<file path="src/rtl/barrel_rotator_pkg.sv">
// Package for the pipelined barrel rotator.
// Holds the operation-mode encodings and the result-counter width
// shared by the rotator data path and its consumers.
package barrel_rotator_pkg;

    // Operation modes carried on in_mode
    localparam logic [1:0] MODE_ROL     = 2'b00;
    localparam logic [1:0] MODE_ROR     = 2'b01;
    localparam logic [1:0] MODE_REV     = 2'b10;
    localparam logic [1:0] MODE_REV_ROL = 2'b11;

    // Width of the accepted-result counter (BRP_TXN_COUNT_EN builds)
    localparam int TXN_CNT_W = 16;

endpackage

</file>
<file path="src/rtl/barrel_rotator_pipe_bit_reverse.sv">
// bit_reverse_param: purely combinational WIDTH-bit reversal.
//   data : input word
//   rev  : reversed word, rev[i] = data[WIDTH-1-i]
// Used by the normalise stage of barrel_rotator_pipe; reusable elsewhere.
module bit_reverse_param #(
    parameter int WIDTH = 8
) (
    input  logic [WIDTH-1:0] data,
    output logic [WIDTH-1:0] rev
);

    for (genvar i = 0; i < WIDTH; i++) begin : g_rev
        assign rev[i] = data[WIDTH-1-i];
    end

endmodule

</file>
<file path="src/rtl/barrel_rotator_pipe.sv">
// barrel_rotator_pipe: two-stage pipelined rotator with valid/ready on
// both sides.
//   Stage 1 (normalise): optional bit reversal of the operand and
//   conversion of the mode/shamt pair into a single rotate-left amount.
//   Stage 2 (rotate): log2(WIDTH) mux layers performing rotate-left.
// Ports:
//   clk, rst_n            clock, asynchronous active-low reset
//   in_valid/in_ready     input handshake
//   in_data/in_shamt/in_mode  operand, rotate amount, mode (see package)
//   out_valid/out_ready   output handshake
//   out_data              result
//   txn_count             output-transfer counter, present only when the
//                         macro BRP_TXN_COUNT_EN is defined
module barrel_rotator_pipe
    import barrel_rotator_pkg::*;
#(
    parameter int WIDTH   = 8,
    parameter int SHAMT_W = $clog2(WIDTH)
) (
    input  logic               clk,
    input  logic               rst_n,
    input  logic               in_valid,
    output logic               in_ready,
    input  logic [WIDTH-1:0]   in_data,
    input  logic [SHAMT_W-1:0] in_shamt,
    input  logic [1:0]         in_mode,
    output logic               out_valid,
    input  logic               out_ready,
    output logic [WIDTH-1:0]   out_data
`ifdef BRP_TXN_COUNT_EN
    ,
    output logic [TXN_CNT_W-1:0] txn_count
`endif
);

    // ------------------------------------------------------------------
    // Handshake / stage advance
    // ------------------------------------------------------------------
    logic s1_valid, s2_valid;
    logic s1_load, s2_load, in_fire;

    assign s2_load   = !s2_valid || out_ready;
    assign s1_load   = !s1_valid || s2_load;
    // No skid buffer: readiness ripples combinationally from out_ready.
    assign in_ready  = s1_load;
    assign in_fire   = in_valid && in_ready;
    assign out_valid = s2_valid;

    // ------------------------------------------------------------------
    // Stage 1: normalise
    // ------------------------------------------------------------------
    logic [WIDTH-1:0]   rev_data;
    logic [WIDTH-1:0]   d1_next, d1;
    logic [SHAMT_W-1:0] a1_next, a1;

    bit_reverse_param #(.WIDTH(WIDTH)) u_rev (
        .data (in_data),
        .rev  (rev_data)
    );

    always_comb begin
        d1_next = (in_mode == MODE_REV || in_mode == MODE_REV_ROL) ? rev_data : in_data;
        a1_next = in_shamt;
        case (in_mode)
            // WIDTH is a power of two, so (WIDTH - shamt) mod WIDTH is just
            // the SHAMT_W-bit two's complement; shamt 0 wraps to 0.
            MODE_ROR: a1_next = SHAMT_W'(0) - in_shamt;
            MODE_REV: a1_next = '0;
            default:  a1_next = in_shamt;
        endcase
    end

    always_ff @(posedge clk or negedge rst_n) begin
        if (!rst_n) begin
            s1_valid <= 1'b0;
            d1       <= '0;
            a1       <= '0;
        end else if (s1_load) begin
            s1_valid <= in_valid;
            // Operands only captured on a real transfer, so idle-cycle
            // input values never reach the data registers.
            if (in_valid) begin
                d1 <= d1_next;
                a1 <= a1_next;
            end
        end
    end

    // ------------------------------------------------------------------
    // Stage 2: rotate-left by a1, one mux layer per shamt bit
    // ------------------------------------------------------------------
    logic [SHAMT_W:0][WIDTH-1:0] layer;

    assign layer[0] = d1;

    for (genvar k = 0; k < SHAMT_W; k++) begin : g_rot
        localparam int SH = 1 << k;
        assign layer[k+1] = a1[k] ? {layer[k][WIDTH-SH-1:0], layer[k][WIDTH-1:WIDTH-SH]}
                                  : layer[k];
    end

    always_ff @(posedge clk or negedge rst_n) begin
        if (!rst_n) begin
            s2_valid <= 1'b0;
            out_data <= '0;
        end else if (s2_load) begin
            s2_valid <= s1_valid;
            if (s1_valid) begin
                out_data <= layer[SHAMT_W];
            end
        end
    end

`ifdef BRP_TXN_COUNT_EN
    // ------------------------------------------------------------------
    // Output-transfer counter, wraps naturally at 2^TXN_CNT_W
    // ------------------------------------------------------------------
    always_ff @(posedge clk or negedge rst_n) begin
        if (!rst_n) begin
            txn_count <= '0;
        end else if (s2_valid && out_ready) begin
            txn_count <= txn_count + 1'b1;
        end
    end
`endif

endmodule

</file>
<file path="config.mk">
export PLATFORM = sky130hd
export DESIGN_NAME = barrel_rotator_pipe
export DESIGN_NICKNAME = d
export VERILOG_FILES = /design/src/rtl/barrel_rotator_pkg.sv /design/src/rtl/barrel_rotator_pipe_bit_reverse.sv /design/src/rtl/barrel_rotator_pipe.sv
export SDC_FILE = /design/constraint.sdc
export NUM_CORES = 1
export LEC_CHECK = 0
export BUFFER_PORTS_ARGS = -buffer_cell sky130_fd_sc_hd__buf_4
export CAP_MARGIN = 20
export CORE_MARGIN = 5
export CORE_UTILIZATION = 40
export CTS_BUF_LIST = sky130_fd_sc_hd__clkbuf_16
export DETAILED_ROUTE_END_ITERATION = 8
export GPL_TIMING_DRIVEN = 0
export HOLD_SLACK_MARGIN = 0.15
export PLACE_DENSITY = 0.67
export SLEW_MARGIN = 10
export SYNTH_ARGS = -nofsm -noshare
export SYNTH_HDL_FRONTEND = slang
export SYNTH_HIERARCHICAL = 1
export SYNTH_SLANG_ARGS = --single-unit
</file>
<file path="constraint.sdc">
create_clock -name clk -period 2.93 [get_ports clk]
set_input_delay 0.586 -clock clk [delete_from_list [all_inputs] [get_ports clk]]
set_output_delay 0.586 -clock clk [all_outputs]
set_load 0.02 [all_outputs]
</file>
==> metrics.md <==
| Metric | Value |
|---|---|
| DR vias | `1111` |
| Largest net degree at the start of global routing | `22` |
| Most common cell in the netlist | `dfrtp_1` |
| Syn_area_per_cell | `10.4 sq um` |
| Ys flop type | `dfrtp_1` |
| Global-route wire length before repair | `4980 microns` |
| Post-synth EDFFs | `0` |
| WL final | `2780 microns` |
| Worst path cell trace | `buf_4, nand3b_2, buf_2, buf_4` |
| Clock skew | `1.88 ps` |
| Worst VDD drop | `245 uV` |
| Worst R2R Start | `a1[1]$_DFFE_PN0P_` |
| Max-cap viol count | `0` |
| WP data arrival | `1350 ps` |
| Initial DRC Count | `71` |
| Via density | `5.29` |
| Clock Tree Root | `clkbuf_16` |
| Largest area contributor in the netlist | `dfrtp_1` |
| Sum Neg Setup Slack | `0 ps` |
| DR WL/cell | `13.3 microns` |
| Post-route insts no fill | `210` |
| Slew Limit Fails | `0` |
| Hold buffers post-CTS | `0` |
| Layout overhead on the synthesized area | `23.7%` |
| CP Capture Type | `output pin` |
| Post-place setup slack | `994 ps` |
| # rows | `21` |
| Ys Warns | `6` |
| Worst hold slack | `208 ps` |
| Drt first pass iters | `4` |
| Cell area after synthesis | `1400 sq um` |
| Synth Register Bits | `21` |
| Detailed Place HPWL | `2220 microns` |
| Area occupied by registers | `526 sq um` |
| Worst-margin pin slew | `400 ps` |
| Post-synth top cells | `dfrtp_1, a21oi_1, o22ai_1, o21ai_0` |
| Post-CTS Setup Bufs | `0` |
| Slowest stage delay, CP | `250 ps` |
| Crit share post-route | `66.1%` |
| GRT Total Usage | `12.0%` |
| Fmax | `516 MHz` |
| Design area | `1730 sq um` |
| Clk_lat worst skew | `250 ps` |
| Crit path max fanout | `10` |
| Synthesized net count | `155` |
| Area contributors post-synth | `dfrtp_1, mux2_4, a21oi_1` |
| Placer's final routability congestion estimate | `0.843` |
| Fill cells | `338` |
| # clock sinks | `21` |
| Share of the synthesized area in the top cell type | `37.6%` |
| Core area | `3360 sq um` |
| Clk slew on worst S/H paths | `60 ps` |
| I/O Buffers | `26` |
| CP dominant cell by count | `buf_4` |
| Post-synth cell types | `29` |
| Initial Util | `41.6%` |
| Hold crit path type | `in -> async` |
| Die Ht | `69.1 microns` |
| Final setup fails | `0` |
| Gate Count Post-Synth | `134` |
| Multi-input gate area | `721 sq um` |
| CTS max path bufs | `2` |
| Initial antenna violation count | `0` |
| Remaining antenna violation count | `0` |
| Die Width | `69.1 microns` |
| Status | `completed` |
| Antenna Cells | `0` |
| RSZ-0062 raised after global routing | `false` |
| Cell total after placement | `206` |
| Overflow after GRT | `0` |
| Post-synth ARST share | `100%` |
| Worst setup path category | `in -> out` |
| Slowest cell on crit path | `nand3b_2` |
| Util after Layout | `51.4%` |
| Seq/Total Area, Yosys | `37.6%` |
| Leakage | `0.799 nW` |
| Fraction of layout cells with a size suffix above 1 | `39.6%` |
| Die footprint | `4780 sq um` |
| Post-CTS sizing | `0` |
| DRC violations left | `0` |
| Max_slew headroom | `73.3%` |
| Setup ws final | `993 ps` |
| Placement Cell Area | `1650 sq um` |
| TritonCTS clock tree | `built` |
| WP data required | `2340 ps` |
| H-tree depth | `1` |
| I/O Pins | `27` |
| Post-layout nets | `186` |
| Vias in the first global route | `1126` |
| Final Critical Period | `1940 ps` |
| Pwr/cell area | `636 nW/um^2` |
| Worst Setup SP | `out_ready` |
| CTS buffer count | `3` |
| Pwr Total | `1.10 mW` |
| Setup crit start kind | `input port` |
| Fin. Hold Viols | `0` |
-- cell usage in the layout, fill, tap and decap left out --
master / n
nor4b_1: 1
mux2i_1: 8
mux2_4: 7
o22ai_1: 16
dfrtp_1: 21
nand3b_2: 1
o2111ai_1: 1
buf_6: 4
nand2b_1: 3
buf_4: 34
or2_1: 1
a21o_1: 1
a21oi_1: 20
mux2_2: 1
inv_1: 7
nor2b_4: 1
nand2_1: 2
o21ai_0: 9
clkbuf_1: 1
nor2_4: 1
clkbuf_16: 3
o31ai_2: 7
ha_1: 4
buf_2: 4
or2_2: 1
o31ai_1: 1
and2_1: 1
nand2b_4: 1
nand3b_1: 1
a31oi_1: 1
-- worst paths after layout --
path / end / slack [ps] / depth (start not counted)
setup / recovery: in_ready / 990 / 4
min in group clk: out_data[6]$_DFFE_PN0P_ / 520 / 2
max in group asynchronous: out_data[3]$_DFFE_PN0P_ / 2510 / 1
hold / removal: out_data[1]$_DFFE_PN0P_ / 210 / 1
hold reg to reg: out_data[6]$_DFFE_PN0P_ / 520 / 2
setup reg to reg: out_data[4]$_DFFE_PN0P_ / 1630 / 4
-- per-layer routing --
layer	wire length, microns	GRT usage [%]	up-vias	share of wire, %
met5	0	0	-	0
met4	14	2.17	0	0.50
met3	184	3.78	3	6.6
met2	1330	20.2	38	48
met1	1250	15.0	521	45
li1	-	-	549	-
-- critical path, delay by kind of cell --
family,cells,cell delay (ps)
buf+inv,3,520
simple gates,1,250
-- layout make-up --
type                       count  share of cell area, %
sequential                    21                   30.4
tap                           46                   3.33
inverter                       6                   1.30
buffer                        17                   7.45
timing repair buffer          26                   11.3
clock buffer                   3                   4.34
clock inverter                 1                  0.217
multi-input combinational     90                   41.7
-- state kept, by name, summed over array words and instances, names as in the netlist --
| register | cells |
|---|---|
| a1 | 3 |
| out_data | 8 |
| s1_valid | 1 |
| out_valid | 1 |
| d1 | 8 |
-- logic make-up after synthesis --
kind of cell | share of synthesized area, %
AOI/OAI and AO/OA | 26.0
adders and majority gates | 3.58
buffers and inverters | 10.8
DFF | 37.6
muxes | 14.1
and+or+nand+nor | 7.97
-- report_power, final --
part	total [mW]	internal, mW	switching [mW]	leakage, nW
clock network	0.284	0.182	0.102	0.0423
logic	0.425	0.207	0.218	0.516
registers	0.391	0.351	0.0399	0.240
No activity file was read; power rests on OpenSTA's default activity.
